==> src/rtl/symbol_deserializer_if.sv <==
// Symbol-in / block-out bundle between demodulator, deserializer and AES decryptor.
// The deserializer uses the slave modport; the driving environment uses master.
interface symbol_deserializer_if;
    logic [1:0]   sym_data;
    logic         sym_valid;
    logic         sym_sof;
    logic [127:0] cipher_data;
    logic         block_valid;
    logic         dec_ready;
    logic [5:0]   sym_cnt;
    logic         overflow;
    logic         sync_err;
    logic [7:0]   drop_cnt;

    modport master (
        output sym_data, sym_valid, sym_sof, dec_ready,
        input  cipher_data, block_valid, sym_cnt, overflow, sync_err, drop_cnt
    );

    modport slave (
        input  sym_data, sym_valid, sym_sof, dec_ready,
        output cipher_data, block_valid, sym_cnt, overflow, sync_err, drop_cnt
    );
endinterface

==> src/rtl/symbol_deserializer.sv <==
// Packs MSB-first 2-bit QPSK symbols into 128-bit cipher blocks and hands them
// to the decryptor through a one-block output buffer.
module symbol_deserializer (
    input  logic                  clk,
    input  logic                  reset,
    symbol_deserializer_if.slave  bus
);
    typedef enum logic {ASM_IDLE, ASM_COLLECT} asm_state_t;
    typedef enum logic {BUF_EMPTY, BUF_FULL}   buf_state_t;

    asm_state_t   asm_state_reg, asm_state_next;
    buf_state_t   buf_state_reg, buf_state_next;

    // Only the low 126 accumulator bits can ever reach a completed block.
    logic [125:0] acc_reg;
    logic [5:0]   cnt_reg;
    logic [127:0] cipher_reg;
    logic         overflow_reg;
    logic         sync_err_reg;
    logic [7:0]   drop_reg;

    logic sof_sym, data_sym, last_sym, consume, load, drop;

    assign sof_sym  = bus.sym_valid & bus.sym_sof;
    assign data_sym = bus.sym_valid & ~bus.sym_sof;
    assign last_sym = data_sym & (cnt_reg == 6'd63);
    assign consume  = (buf_state_reg == BUF_FULL) & bus.dec_ready;
    assign load     = last_sym & ((buf_state_reg == BUF_EMPTY) | bus.dec_ready);
    assign drop     = last_sym & ~load;

    always_ff @(posedge clk or negedge reset) begin
        if (!reset) begin
            asm_state_reg <= ASM_IDLE;
            buf_state_reg <= BUF_EMPTY;
        end else begin
            asm_state_reg <= asm_state_next;
            buf_state_reg <= buf_state_next;
        end
    end

    always_comb begin
        asm_state_next = asm_state_reg;
        if (sof_sym)
            asm_state_next = ASM_COLLECT;
        else if (data_sym)
            asm_state_next = last_sym ? ASM_IDLE : ASM_COLLECT;

        buf_state_next = buf_state_reg;
        if (load)
            buf_state_next = BUF_FULL;
        else if (consume)
            buf_state_next = BUF_EMPTY;
    end

    always_ff @(posedge clk or negedge reset) begin
        if (!reset) begin
            acc_reg      <= '0;
            cnt_reg      <= '0;
            cipher_reg   <= '0;
            overflow_reg <= 1'b0;
            sync_err_reg <= 1'b0;
            drop_reg     <= '0;
        end else begin
            overflow_reg <= drop;
            sync_err_reg <= sof_sym & (asm_state_reg == ASM_COLLECT);
            if (sof_sym) begin
                acc_reg <= {124'b0, bus.sym_data};
                cnt_reg <= 6'd1;
            end else if (data_sym) begin
                acc_reg <= {acc_reg[123:0], bus.sym_data};
                cnt_reg <= cnt_reg + 6'd1;   // 63 wraps to 0 on completion
            end
            if (load)
                cipher_reg <= {acc_reg, bus.sym_data};
            if (drop && drop_reg != 8'hFF)
                drop_reg <= drop_reg + 8'd1;
        end
    end

    always_comb begin
        bus.block_valid = (buf_state_reg == BUF_FULL);
        bus.cipher_data = cipher_reg;
        bus.sym_cnt     = cnt_reg;
        bus.overflow    = overflow_reg;
        bus.sync_err    = sync_err_reg;
        bus.drop_cnt    = drop_reg;
    end
endmodule

==> src/flat_wrapper.sv <==
// flat-port wrapper written by rule: the top's interface ports become plain ports
module symbol_deserializer_flat 
  (clk, reset, bus_sym_data, bus_sym_valid, bus_sym_sof, bus_dec_ready, bus_cipher_data, bus_block_valid, bus_sym_cnt, bus_overflow, bus_sync_err, bus_drop_cnt);
  symbol_deserializer_if bus_i ();
  input  logic clk;
  input  logic reset;
  input wire logic [$bits(bus_i.sym_data)-1:0] bus_sym_data;
  input wire logic [$bits(bus_i.sym_valid)-1:0] bus_sym_valid;
  input wire logic [$bits(bus_i.sym_sof)-1:0] bus_sym_sof;
  input wire logic [$bits(bus_i.dec_ready)-1:0] bus_dec_ready;
  output wire logic [$bits(bus_i.cipher_data)-1:0] bus_cipher_data;
  output wire logic [$bits(bus_i.block_valid)-1:0] bus_block_valid;
  output wire logic [$bits(bus_i.sym_cnt)-1:0] bus_sym_cnt;
  output wire logic [$bits(bus_i.overflow)-1:0] bus_overflow;
  output wire logic [$bits(bus_i.sync_err)-1:0] bus_sync_err;
  output wire logic [$bits(bus_i.drop_cnt)-1:0] bus_drop_cnt;
  assign bus_i.sym_data = bus_sym_data;
  assign bus_i.sym_valid = bus_sym_valid;
  assign bus_i.sym_sof = bus_sym_sof;
  assign bus_i.dec_ready = bus_dec_ready;
  assign bus_cipher_data = bus_i.cipher_data;
  assign bus_block_valid = bus_i.block_valid;
  assign bus_sym_cnt = bus_i.sym_cnt;
  assign bus_overflow = bus_i.overflow;
  assign bus_sync_err = bus_i.sync_err;
  assign bus_drop_cnt = bus_i.drop_cnt;
  symbol_deserializer u_core (.clk(clk), .reset(reset), .bus(bus_i));
endmodule
==> config.mk <==
export PLATFORM = sky130hd
export DESIGN_NAME = symbol_deserializer_flat
export DESIGN_NICKNAME = d
export VERILOG_FILES = /design/src/rtl/symbol_deserializer_if.sv /design/src/rtl/symbol_deserializer.sv /design/src/flat_wrapper.sv
export SDC_FILE = /design/constraint.sdc
export NUM_CORES = 1
export LEC_CHECK = 0
export ABC_AREA = 1
export CORE_UTILIZATION = 50
export DETAILED_ROUTE_END_ITERATION = 8
export PLACE_DENSITY = 0.84
export SYNTH_ARGS = -nofsm -noshare
export SYNTH_HDL_FRONTEND = slang
export SYNTH_SLANG_ARGS = --single-unit
==> constraint.sdc <==
create_clock -name clk -period 3.49 [get_ports clk]
set_input_delay 0.698 -clock clk [delete_from_list [all_inputs] [get_ports clk]]
set_output_delay 0.698 -clock clk [all_outputs]
set_load 0.02 [all_outputs]
==> metrics.md <==
| Metric | Value |
|---|---|
| Status | `completed` |
| Mapped Nets | `958` |
| Worst skew pair latency | `around 0.52 ns` |
| Die area | `20600 um^2` |
| Top-count cell post-synth | `dfrtp_1` |
| Synth warn | `0` |
| CP delay by family, top | `buffers and inverters` |
| Post-synth top cells | `dfrtp_1, nand2_1, inv_1` |
| Largest register FFs | `128` |
| CP required | `2.79 ns` |
| Combinational Power Share | `3.4%` |
| Switching Share | `between 20% and 30%` |
| Syn avg cell area | `between 10 and 15 um^2` |
| FMAX | `431 MHz` |
| Power Density | `~500 nW/um^2` |
| First DRT Iteration DRCs | `about 400` |
| Seq cells post-synth | `272` |
| Die X | `~140 um` |
| Vias | `7039` |
| Synth Area in Simple Gates | `8.78%` |
| GRT Total Usage | `20.8%` |
| Maximum root-to-sink buffer count | `3` |
| Fin worst setup slack | `1.17 ns` |
| Post-CTS setup repair buffer count | `0` |
| Final nets | `1092` |
| Initial antenna violation count | `0` |
| Post-synth top area cell | `dfrtp_1` |
| Setup WS pre-CTS | `0.808 ns` |
| Main synth FF type | `dfrtp_1` |
| Post_cts resized | `0` |
| Max incr delay on CP | `0.66 ns` |
| Post-synthesis sequential area ratio | `around 70%` |
| Arr. time, crit path | `1.62 ns` |
| Port Buffers | `151` |
| Max Cap Viol | `0` |
| Clock transition at the registers of the reported paths | `roughly 0.060 ns` |
| CP Buf/Inv Count | `1` |
| WL/cell | `~15 um` |
| Cells after DPL | `1319` |
| Compound-Gate Fraction of Synth Area | `14.5%` |
| Net Sw Power | `1.32 mW` |
| Largest net degree at the start of global routing | `around 110` |
| Register share of total power | `roughly 51%` |
| HP Class | `in -> async` |
| Critical Path Slowest Stage Cell | `clkdlybuf4s50_1` |
| Combinational family with the most area after synthesis | `compound AO/OA/AOI/OAI gates` |
| Total Power | `6.26 mW` |
| RSZ-0062 raised after global routing | `false` |
| Syn Std Cell Area | `10000 um^2` |
| Final Critical Period | `2.32 ns` |
| Core Footprint | `19500 um^2` |
| Remaining antenna violation count after routing | `0` |
| Setup_tns | `0 ns` |
| I/O pins | `152` |
| Dominant cells by area after synthesis | `dfrtp_1, o22ai_1, nand2_1` |
| Final setup viols | `0` |
| Area after DPL | `around 12000 um^2` |
| Vias per cell | `5.15` |
| Clk network pwr share | `~46%` |
| Post-synth EDFFs | `0` |
| 1st-pass router iterations | `5` |
| Cells after Synth | `949` |
| FP Rows | `51` |
| Max VDD drop | `0.000335 V` |
| CP cell instances | `clkdlybuf4s50_1` |
| Number of fillers in the final layout | `1515` |
| Setup crit end kind | `output port` |
| CTS tree | `yes` |
| Max-slew headroom | `50.7%` |
| Die height | `143 um` |
| Final Max Slew Viols | `0` |
| CP Class | `reg -> out` |
| Int Power | `4.94 mW` |
| Routability-driven placement congestion ratio | `0.811` |
| # DRC | `0` |
| Async S/R FF share, synth | `100%` |
| Leakage power | `roughly 5.6 nW` |
| DP Wirelength | `12.8 mm` |
| Synth Area in Adders | `0.250%` |
| Post-layout instance area | `12600 um^2` |
| Startpoint types | `flop` |
| Synth-to-layout area growth | `26.1%` |
| Final Hold Fails | `0` |
| First-pass GRT wire length | `between 30 and 40 mm` |
| Root Buffer | `clkbuf_16` |
| Worst-Margin Slew | `roughly 0.74 ns` |
| Worst Path Max Fanout | `6` |
| CTS H-tree depth | `1` |
| Post-synthesis xor/xnor area fraction | `0.175%` |
| Diode count | `0` |
| Hold buffers post-CTS | `0` |
| Number of global-route vias before repair | `6951` |
| Fin Clk Skew | `0.0106 ns` |
| Fin crit share | `66.5%` |
| Post-synthesis cell type count | `25` |
| Number of CTS-inserted buffers | `27` |
| Post-synthesis mux area share | `0%` |
| Total grt overflow | `0` |
| Clock sink count | `roughly 270` |
| Synth top area share | `68.1%` |
| Starting density of the core | `roughly 50%` |
| Total wire length | `20.7 mm` |
| Post-Layout Cell Count | `1367` |
| Share of post-route cells with drive strength above 1 | `about 6%` |
per-layer routing:
metal / wire length (um) / up-vias / track usage, %
li1: - / 3385 / -
met1: 9060 / 3439 / 27.9
met2: 10200 / 175 / 35.2
met3: 1030 / 40 / 3.37
met4: 462 / 0 / 6.16
met5: 0 / - / 0
stage by stage:
step	utilization, %	hold slack [ns]
after floorplan	-	0.402
after global placement	60.0	0.466
after detailed placement	60.0	0.468
after CTS	64.6	0.173
after global routing	64.6	0.203
final	64.6	0.168
power groups by stage:
stage | clock network, mW | logic (mW) | registers (mW)
after global routing | 3.03 | 0.237 | 3.19
final | 2.86 | 0.210 | 3.19
after detailed placement | 0 | 0.213 | 3.25
after global placement | 0 | 0.210 | 3.25
after floorplan | 0 | 0.0774 | 3.26
after CTS | 2.92 | 0.214 | 3.19
final cells by class:
cell class	count	area, um^2	area share (%)
inverter	146	548	4.35
timing repair buffer	161	1640	13.0
sequential	272	6810	54.0
clock inverter	11	111	0.883
tap	265	332	2.63
clock buffer	37	783	6.21
multi-input combinational	475	2390	18.9
kinds of logic (layout without fill, tap and decap cells):
group,Yosys count,after routing
adder cells (fa/ha/maj),2,2
AO/OA/AOI/OAI,258,258
AND/OR/NAND/NOR,213,213
buffers and inverters,202,355
XOR/XNOR,2,2
flip-flops,272,272
worst paths after layout:
check / startpoint / endpoint / slack [ns] / cells after the start
max in group asynchronous: reset / u_core.bus.cipher_data[80]$_DFFE_PN0P_ / 2.48 / 2
worst min register to register: u_core.bus.cipher_data[19]$_DFFE_PN0P_ / u_core.bus.cipher_data[19]$_DFFE_PN0P_ / 0.48 / 2
min in group clk: u_core.bus.cipher_data[19]$_DFFE_PN0P_ / u_core.bus.cipher_data[19]$_DFFE_PN0P_ / 0.48 / 2
worst min-delay path: reset / u_core.bus.cipher_data[44]$_DFFE_PN0P_ / 0.17 / 1
worst max-delay path: u_core.bus.sym_cnt[3]$_DFFE_PN0P_ / bus_sym_cnt[3] / 1.17 / 1
worst max register to register: u_core.bus.sym_cnt[0]$_DFFE_PN0P_ / u_core.bus.cipher_data[61]$_DFFE_PN0P_ / 1.40 / 9
cell usage in the layout (no fill, tap or decap):
cell type          n
inv_2              2
o21ai_1           50
nand2_8            1
nand2_4            2
buf_12             4
nand3_1           10
clkinvlp_4         1
clkbuf_8           7
clkinv_2           7
nand3b_1           2
nor2_8             1
clkbuf_16         27
ha_1               2
nand4_1            6
buf_4              7
nor3_1             2
nor3b_1            1
nor2_2             1
bufinv_16          2
nand3_2            1
clkdlybuf4s50_1  149
inv_6              1
dfrtp_1          272
xnor2_1            2
o22ai_1          124
buf_8              1
nand2_2            1
nand2_1          175
nor2_1            10
inv_1            144
o21ai_0           82
clkbuf_1           3
a21oi_1            2
Power figures use the tool's default switching activity.
